--- src/rtl/id_alu_issue_pkg.sv ---
// ----------------------------------------------------------------------------
// id_alu_issue_pkg
// Shared constants for the TaoShuRV decode/issue stage: ALU operation codes
// and the RV32I major opcodes handled by the integer ALU path.
// No ports (package).
// ----------------------------------------------------------------------------
package id_alu_issue_pkg;

    localparam int XLEN_DEF = 32;

    typedef enum logic [3:0] {
        ALU_OP_ADD  = 4'd0,
        ALU_OP_SUB  = 4'd1,
        ALU_OP_SLT  = 4'd2,
        ALU_OP_SLTU = 4'd3,
        ALU_OP_AND  = 4'd4,
        ALU_OP_OR   = 4'd5,
        ALU_OP_XOR  = 4'd6,
        ALU_OP_SLL  = 4'd7,
        ALU_OP_SRL  = 4'd8,
        ALU_OP_SRA  = 4'd9,
        ALU_OP_LUI  = 4'd10
    } alu_op_e;

    localparam logic [6:0] OPC_OP     = 7'b0110011;
    localparam logic [6:0] OPC_OP_IMM = 7'b0010011;
    localparam logic [6:0] OPC_LUI    = 7'b0110111;
    localparam logic [6:0] OPC_AUIPC  = 7'b0010111;
    localparam logic [6:0] OPC_LOAD   = 7'b0000011;
    localparam logic [6:0] OPC_STORE  = 7'b0100011;

    localparam logic [6:0] FUNCT7_BASE = 7'b0000000;
    localparam logic [6:0] FUNCT7_ALT  = 7'b0100000;

    // Register-form funct3 to ALU code for funct7 = 0000000; also valid for
    // the non-shift immediate forms (funct3 001/101 handled by the caller).
    function automatic alu_op_e funct3_to_op(input logic [2:0] funct3);
        alu_op_e op;
        case (funct3)
            3'b000:  op = ALU_OP_ADD;
            3'b001:  op = ALU_OP_SLL;
            3'b010:  op = ALU_OP_SLT;
            3'b011:  op = ALU_OP_SLTU;
            3'b100:  op = ALU_OP_XOR;
            3'b101:  op = ALU_OP_SRL;
            3'b110:  op = ALU_OP_OR;
            default: op = ALU_OP_AND;
        endcase
        return op;
    endfunction

endpackage

--- src/rtl/id_alu_issue_imm_gen.sv ---
// ----------------------------------------------------------------------------
// id_alu_issue_imm_gen
// Combinational immediate builder for RV32I.
// Ports:
//   inst_hi  in   inst[31:7] (opcode bits are not needed here)
//   imm_i    out  sign-extended I-type immediate
//   imm_s    out  sign-extended S-type immediate
//   imm_u    out  U-type immediate {inst[31:12], 12'b0}
//   shamt    out  zero-extended shift amount inst[24:20]
// ----------------------------------------------------------------------------
module id_alu_issue_imm_gen #(
    parameter int XLEN = 32
) (
    input  logic [31:7]     inst_hi,
    output logic [XLEN-1:0] imm_i,
    output logic [XLEN-1:0] imm_s,
    output logic [XLEN-1:0] imm_u,
    output logic [XLEN-1:0] shamt
);

    assign imm_i = {{(XLEN-12){inst_hi[31]}}, inst_hi[31:20]};
    assign imm_s = {{(XLEN-12){inst_hi[31]}}, inst_hi[31:25], inst_hi[11:7]};
    // Written as sign bit + [30:12] so the replication stays non-zero at XLEN=32.
    assign imm_u = {{(XLEN-31){inst_hi[31]}}, inst_hi[30:12], 12'b0};
    assign shamt = {{(XLEN-5){1'b0}}, inst_hi[24:20]};

endmodule

--- src/rtl/id_alu_issue.sv ---
// ----------------------------------------------------------------------------
// id_alu_issue
// RV32I decode/issue stage: takes an IF bundle over valid/ready, reads the
// register file, decodes ALU control and operands, and holds the result in a
// handshaked pipeline register for EX. Flush kills both the held bundle and
// anything accepted in the same cycle.
// Ports:
//   clk, rst_n                      clock, async active-low reset
//   flush                           kill held/incoming bundle
//   in_valid/in_ready               IF handshake
//   in_inst, in_pc                  instruction word and PC
//   rs1_addr, rs2_addr              regfile read addresses (combinational)
//   rs1_data, rs2_data              regfile read data (same cycle)
//   out_valid/out_ready             EX handshake
//   out_alu_ctrl, out_alu_src1/2    ALU code and operands
//   out_rd_addr, out_rd_wen         destination and write enable
//   out_illegal                     unsupported opcode/funct
//   out_pc                          PC of the held bundle
// ----------------------------------------------------------------------------
module id_alu_issue
    import id_alu_issue_pkg::*;
#(
    parameter int XLEN = 32
) (
    input  logic            clk,
    input  logic            rst_n,
    input  logic            flush,
    input  logic            in_valid,
    output logic            in_ready,
    input  logic [31:0]     in_inst,
    input  logic [XLEN-1:0] in_pc,
    output logic [4:0]      rs1_addr,
    output logic [4:0]      rs2_addr,
    input  logic [XLEN-1:0] rs1_data,
    input  logic [XLEN-1:0] rs2_data,
    output logic            out_valid,
    input  logic            out_ready,
    output logic [3:0]      out_alu_ctrl,
    output logic [XLEN-1:0] out_alu_src1,
    output logic [XLEN-1:0] out_alu_src2,
    output logic [4:0]      out_rd_addr,
    output logic            out_rd_wen,
    output logic            out_illegal,
    output logic [XLEN-1:0] out_pc
);

    logic [6:0]      opcode;
    logic [2:0]      funct3;
    logic [6:0]      funct7;
    logic [4:0]      rd_addr;
    logic [XLEN-1:0] rs1_val;
    logic [XLEN-1:0] rs2_val;
    logic [XLEN-1:0] imm_i;
    logic [XLEN-1:0] imm_s;
    logic [XLEN-1:0] imm_u;
    logic [XLEN-1:0] shamt;

    alu_op_e         dec_ctrl;
    logic [XLEN-1:0] dec_src1;
    logic [XLEN-1:0] dec_src2;
    logic            dec_illegal;
    logic            dec_wb;
    logic            dec_wen;
    logic            load;

    assign opcode   = in_inst[6:0];
    assign rd_addr  = in_inst[11:7];
    assign funct3   = in_inst[14:12];
    assign rs1_addr = in_inst[19:15];
    assign rs2_addr = in_inst[24:20];
    assign funct7   = in_inst[31:25];

    // x0 always reads as zero, whatever the regfile returns.
    assign rs1_val = (rs1_addr == 5'd0) ? '0 : rs1_data;
    assign rs2_val = (rs2_addr == 5'd0) ? '0 : rs2_data;

    id_alu_issue_imm_gen #(.XLEN(XLEN)) u_imm_gen (
        .inst_hi (in_inst[31:7]),
        .imm_i   (imm_i),
        .imm_s   (imm_s),
        .imm_u   (imm_u),
        .shamt   (shamt)
    );

    always_comb begin
        dec_ctrl    = ALU_OP_ADD;
        dec_src1    = '0;
        dec_src2    = '0;
        dec_illegal = 1'b0;
        dec_wb      = 1'b0;

        case (opcode)
            OPC_OP: begin
                dec_src1 = rs1_val;
                dec_src2 = rs2_val;
                dec_wb   = 1'b1;
                if (funct7 == FUNCT7_BASE) begin
                    dec_ctrl = funct3_to_op(funct3);
                end else if (funct7 == FUNCT7_ALT && funct3 == 3'b000) begin
                    dec_ctrl = ALU_OP_SUB;
                end else if (funct7 == FUNCT7_ALT && funct3 == 3'b101) begin
                    dec_ctrl = ALU_OP_SRA;
                end else begin
                    dec_illegal = 1'b1;
                end
            end
            OPC_OP_IMM: begin
                dec_src1 = rs1_val;
                dec_src2 = imm_i;
                dec_wb   = 1'b1;
                dec_ctrl = funct3_to_op(funct3);
                if (funct3 == 3'b001 || funct3 == 3'b101) begin
                    // Shift-immediate: upper imm bits are funct7, operand is shamt.
                    dec_src2 = shamt;
                    if (funct3 == 3'b101 && in_inst[30]) begin
                        dec_ctrl = ALU_OP_SRA;
                    end
                    if (funct7 != FUNCT7_BASE && funct7 != FUNCT7_ALT) begin
                        dec_illegal = 1'b1;
                    end
                end
            end
            OPC_LUI: begin
                dec_ctrl = ALU_OP_LUI;
                dec_src2 = imm_u;
                dec_wb   = 1'b1;
            end
            OPC_AUIPC: begin
                dec_src1 = in_pc;
                dec_src2 = imm_u;
                dec_wb   = 1'b1;
            end
            OPC_LOAD: begin
                dec_src1 = rs1_val;
                dec_src2 = imm_i;
                dec_wb   = 1'b1;
            end
            OPC_STORE: begin
                dec_src1 = rs1_val;
                dec_src2 = imm_s;
            end
            default: begin
                dec_illegal = 1'b1;
            end
        endcase

        // Illegal bundles carry a neutral payload so EX sees no stale operands.
        if (dec_illegal) begin
            dec_ctrl = ALU_OP_ADD;
            dec_src1 = '0;
            dec_src2 = '0;
            dec_wb   = 1'b0;
        end
    end

    assign dec_wen  = dec_wb && (rd_addr != 5'd0);

    assign in_ready = ~out_valid | out_ready;
    assign load     = in_valid & in_ready & ~flush;

    always_ff @(posedge clk or negedge rst_n) begin
        if (!rst_n) begin
            out_valid <= 1'b0;
        end else if (flush) begin
            out_valid <= 1'b0;
        end else if (load) begin
            out_valid <= 1'b1;
        end else if (out_ready) begin
            out_valid <= 1'b0;
        end
    end

    always_ff @(posedge clk or negedge rst_n) begin
        if (!rst_n) begin
            out_alu_ctrl <= ALU_OP_ADD;
            out_alu_src1 <= '0;
            out_alu_src2 <= '0;
            out_rd_addr  <= '0;
            out_rd_wen   <= 1'b0;
            out_illegal  <= 1'b0;
            out_pc       <= '0;
        end else if (load) begin
            out_alu_ctrl <= dec_ctrl;
            out_alu_src1 <= dec_src1;
            out_alu_src2 <= dec_src2;
            out_rd_addr  <= rd_addr;
            out_rd_wen   <= dec_wen;
            out_illegal  <= dec_illegal;
            out_pc       <= in_pc;
        end
    end

endmodule
--- config.mk ---
export PLATFORM = sky130hd
export DESIGN_NAME = id_alu_issue
export DESIGN_NICKNAME = d
export VERILOG_FILES = /design/src/rtl/id_alu_issue_pkg.sv /design/src/rtl/id_alu_issue_imm_gen.sv /design/src/rtl/id_alu_issue.sv
export SDC_FILE = /design/constraint.sdc
export NUM_CORES = 1
export LEC_CHECK = 0
export ABC_AREA = 1
export CORE_MARGIN = 2
export CORE_UTILIZATION = 43
export DETAILED_ROUTE_END_ITERATION = 16
export PLACE_DENSITY = 0.82
export SYNTH_ARGS = -nofsm -noshare
export SYNTH_HDL_FRONTEND = slang
export SYNTH_SLANG_ARGS = --single-unit
--- constraint.sdc ---
create_clock -name clk -period 1.8 [get_ports clk]
set_clock_uncertainty 0.2 [all_clocks]
set_input_delay 0.36 -clock clk [delete_from_list [all_inputs] [get_ports clk]]
set_output_delay 0.36 -clock clk [all_outputs]
set_load 0.005 [all_outputs]
Yosys cells after proc, flatten, opt, wreduce, memory -nomap -nowiden

Index checks and enable logic that the tools add are counted.

Bits in registers: 108
Input port bits: 133
Output and inout port bits: 119

Equality and inequality tests: 14
Multiplexer cells: 26
Bitwise operators: 5
Reduce and logical (&&, ||, !) cells: 17

Operators with widths:

| cell                                                   | number |
|---|---|
| two-way mux 32 bit                                     | 5 |
| case mux 32 bit (5 select lines)                       | 1 |
| case mux 32 bit (2 select lines)                       | 1 |
| equality test 7 x 6 -> 1 bit (second input constant)   | 4 |
| case mux 4 bit (7 select lines)                        | 1 |
| two-way mux 4 bit                                      | 6 |
| equality test 7 x 5 -> 1 bit (second input constant)   | 2 |
| case mux 4 bit (3 select lines)                        | 1 |
| zero test 5 bit                                        | 2 |
| two-way mux 1 bit                                      | 10 |
| equality test 3 bit (second input constant)            | 3 |
| OR reduction 4 bit                                     | 2 |
| equality test 7 x 2 -> 1 bit (second input constant)   | 1 |
| zero test 7 bit                                        | 1 |
| inequality test 7 x 6 -> 1 bit (second input constant) | 1 |
| nonzero test 7 bit                                     | 1 |
| equality test 3 x 2 -> 1 bit (second input constant)   | 2 |
| logical AND 1 bit                                      | 5 |
| nonzero test 5 bit                                     | 1 |
| OR reduction 5 bit                                     | 1 |
| equality test 3 x 1 -> 1 bit (second input constant)   | 1 |
| zero test 3 bit                                        | 1 |
| case mux 1 bit (3 select lines)                        | 1 |
| nonzero test 3 bit                                     | 1 |
| 5 further kinds                                        | 7 |

Logic depth before layout (Yosys ltp)

Depth after elaboration: 8
Depth in mapped cells: 11
Gate-level depth less buffers: 10

Cells and area by module

From an unflattened synthesis, not the netlist that was laid out.

Cells, all modules: 1341
Area total of the unflattened synthesis: 8125.3 um^2

By module, submodules not included:

| module               | instances | cells an instance | area an instance (um^2) | sequential area each (um^2) |
|---|---|---|---|---|
| id_alu_issue         | 1         | 1212              | 7160.6                  | 2702.6 |
| id_alu_issue_imm_gen | 1         | 129               | 964.7                   | 0.0 |

Worst setup path after synthesis

No wires, ideal clock.

Kind: input -> register
From: input port in_inst[1]
To: register out_alu_ctrl[0]
Data arrival time: 1436 ps
Path slack: 98 ps
Stages: 9
Cells stage by stage: nand2_1 > nor2_4 > nand2_2 > nor2_4 > nor2_2 > nor2_8 > buf_6 > nand3_2 > nand2_1

Longest elaborated chain between the ends: 4
Elaborated cells between the ends (all ways): 10

Ends and longest elaborated chain:

| item                                                 | RTL line            | text |
|---|---|---|
| start, declared                                      | id_alu_issue.sv:30  | `input logic [31:0] in_inst,` |
| equality test 7 x 2 -> 1 bit (tied with other cells) | id_alu_issue.sv:92  | `case (opcode)` |
| OR reduction 4 bit (no source line)                  | n/a                 |  |
| case mux 1 bit (3 select lines)                      | id_alu_issue.sv:92  |  |
| two-way mux 4 bit *                                  | id_alu_issue.sv:148 | `if (dec_illegal) begin` |
| end signal, assigned                                 | id_alu_issue.sv:183 | `out_alu_ctrl <= dec_ctrl;` |
| end, declared                                        | id_alu_issue.sv:38  | `output logic [3:0] out_alu_ctrl,` |

Every way passes the cells marked *; elsewhere a longest branch is shown, timed or not.
A chain may end at the register's enable or synchronous reset.

Worst setup path after layout

From: register out_pc[3]
To: output port out_pc[3]

RTL lines:

| item                   | RTL line            | text |
|---|---|---|
| start, declared        | id_alu_issue.sv:44  | `output logic [XLEN-1:0] out_pc` |
| start signal, assigned | id_alu_issue.sv:189 | `out_pc <= in_pc;` |

No word-level cell between the ends.

==> summary.txt <==
R2R Path End -> out_alu_src1[17]
Max Clk Rate -> 0.561 GHz
CTS Sinks -> 108
Area Growth Syn to Fin -> 70.8%
Critical path required time -> 1.24 ns
Slowest-stage cell, CP -> clkdlybuf4s50_1
Syn Std Cell Area -> 5690 um2
#FFs+latches synth -> 108
Non-filler cells, final -> 1277
Final setup fails -> 0
Crit path largest cell delay -> 0.52 ns
Clk Latency, worst-skew pair -> 0.34 ns
Reg2Reg Depth -> 7
Clock Tree Root -> clkbuf_16
CP Cell Sequence -> clkdlybuf4s50_1
Crit path max fanout -> 2
Sequential Power Share -> 44.9%
Setup CP Type -> reg -> out
Max-Cap Viols -> 0
Tmin final -> 1.78 ns
Hold wc startpoint -> out_pc[0]
WL final -> 21.1 mm
Total gr overflow -> 0
Avg Inst Size Synth -> 7.24 um2
Status -> completed
Buffers on Ports -> 251
Psw -> 1520 uW
Antenna Nets Post-Route -> 0
Initial antenna violation count -> 2
Gate Count Post-Synth -> 787
Site row count -> 42
Die height -> 119 um
Crit share post-route -> 99.1%
Grt met1 use -> 37.5%
Final hold vios -> 0
Design area -> 9730 um2
Die Width -> 119 um
# nets final -> 1227
Rel. slew slack -> 74.8%
Routed len/inst -> 16.5 um
Syn nets -> 920
Global Route Usage Sum -> 28.8%
Final core area utilization -> 74.3%
Fin. max-slew vios -> 0
Buf/Inv on CP -> 1
Post-Route Setup TNS -> 0 ns
Detailed-route via count -> 6565
Vias in the first global route -> 6302
Met2 Use GR -> 47.6%
Die area -> 14200 um2
RR Startpoint -> out_valid
CTS tree -> done
Clock tree buffer depth -> 2
Via density per instance -> 5.14
Hold Crit Depth -> 2
Remaining DRCs -> 0
Worst Tran Pin Value -> 0.378 ns
Clock network fraction of design power -> 35.0%
Worst hold margin -> 0.277 ns
Met3 Resource Use GR -> 5.27%
DRT Pass-1 Iters -> 5
Core area -> 13100 um2
Worst path depth -> 1
Clock-pin slew on the worst setup and hold paths -> 0.08 ns
Hold WC Path Type -> reg -> reg
CTS H-tree depth -> 3
Post-synthesis sequential area ratio -> 47.5%
WP data arrival -> 1.22 ns
Largest net degree at the start of global routing -> 41
Ports -> 252
Crit path max-delay family -> buffers and inverters
Top Usage Layer GRT -> met2
HPWL after DPL -> 14.2 mm
Pwr Density -> 600 nW/um2
Yosys warnings -> 0
FF-to-FF setup slack -> 0.20 ns
Layout cells sized above 1 -> 15.8%
Logic pwr share -> 20.1%
Initial Util -> 43.5%
Dpl cell area -> 8860 um2
Global-route wire length before repair -> 32.3 mm
Sw frac -> 26.0%
GPL Wtd Cong -> 0.884
TritonCTS Buffers -> 9
Iter 0 DRT Violations -> 443
P_leak -> 0.00579 uW
Maximum vdd drop -> 0.000526 V
Placed Cells -> 1222
Post-synth cell types -> 23
Int Pwr -> 4320 uW
Endpoint, Worst Hold -> out_pc[0]
CP Launch Type -> flop
Crit. End Element -> output port
[Yosys cell counts, drive strengths merged]
cell / instances / area, um2
clkbuf: 23 / 86.3
nor4: 1 / 6.26
inv: 19 / 71.3
buf: 36 / 244
nor2: 26 / 144
nand3: 166 / 881
clkinv: 1 / 3.75
nand2: 392 / 1480
o21ai: 8 / 40.0
nor3: 3 / 15.0
nand4: 1 / 6.26
a21oi: 3 / 15.0
dfrtp: 108 / 2700
[what timing repair did]
action,in CTS,in global routing
resized for setup,78,76
hold buffers,1,0
pin swaps,17,16
endpoints found under the setup margin,110,122
gates cloned,6,0
hold endpoints to repair,22,0
setup buffers,13,19
[power groups by stage]
stage | registers (uW) | logic, uW | clock network (uW)
floorplan | 2680 | 293 | 0
global placement | 2670 | 1120 | 0
detailed placement | 2670 | 1140 | 0
CTS | 2620 | 1160 | 2070
global route | 2640 | 1260 | 2160
finish | 2620 | 1170 | 2040
[registers in the layout, indices dropped and copies added (netlist names)]
name,count
out_valid,1
out_rd_wen,1
out_alu_src1,32
out_pc,32
out_rd_addr,5
out_alu_src2,32
out_illegal,1
out_alu_ctrl,4
[routing by layer]
metal | vias up | share of wire (%) | wire (um)
met3 | 54 | 7.3 | 1550
met5 | - | 0 | 0
li1 | 3122 | - | -
met4 | 0 | 3.5 | 742
met2 | 309 | 48 | 10200
met1 | 3080 | 41 | 8560
[layout by cell type (no fill, tap or decap), types with 6 or more instances in the layout]
cell type and n:
nand2_2 9, dlygate4sd2_1 47, buf_12 21, dlymetal6s2s_1 48, clkbuf_2 7, nor2_1 15
nand3_1 150, nand2_1 380, dfrtp_1 108, buf_4 76, inv_1 14, nor2_4 6
clkbuf_16 9, clkdlybuf4s50_1 147, nand3_2 16
[worst max path at each step]
stage | startpoint | to | slack (ns)
floorplan | in_inst[1] | out_alu_ctrl[0] | 0.1
global placement | in_inst[1] | out_alu_src2[1] | -0.52
detailed placement | in_inst[1] | out_alu_src2[2] | -0.58
CTS | in_inst[13] | out_alu_src2[21] | 0.0001
global route | out_alu_src1[22] | out_alu_src1[22] | -0.01
finish | out_pc[3] | out_pc[3] | 0.02
[stage by stage]
stage / setup WS (ns) / power, uW
after floorplan: 0.0983 / 2970
after global placement: -0.523 / 3790
after detailed placement: -0.576 / 3810
after CTS: 0.000150 / 5860
after global routing: -0.0148 / 6060
final: 0.0166 / 5840
[cell families after synthesis]
logic type / share of synthesized area (%)
flops: 47.5
compound gates: 0.967
buf+inv: 7.12
simple gates: 44.5
[cell type report]
class	count	area, um2
multi-input combinational	600	2690
tap	176	220
clock inverter	6	71.3
fill	1007	3360
inverter	20	76.3
antenna	2	5.00
clock buffer	10	229
timing repair buffer	355	3730
sequential	108	2700
Power figures use the tool's default switching activity.
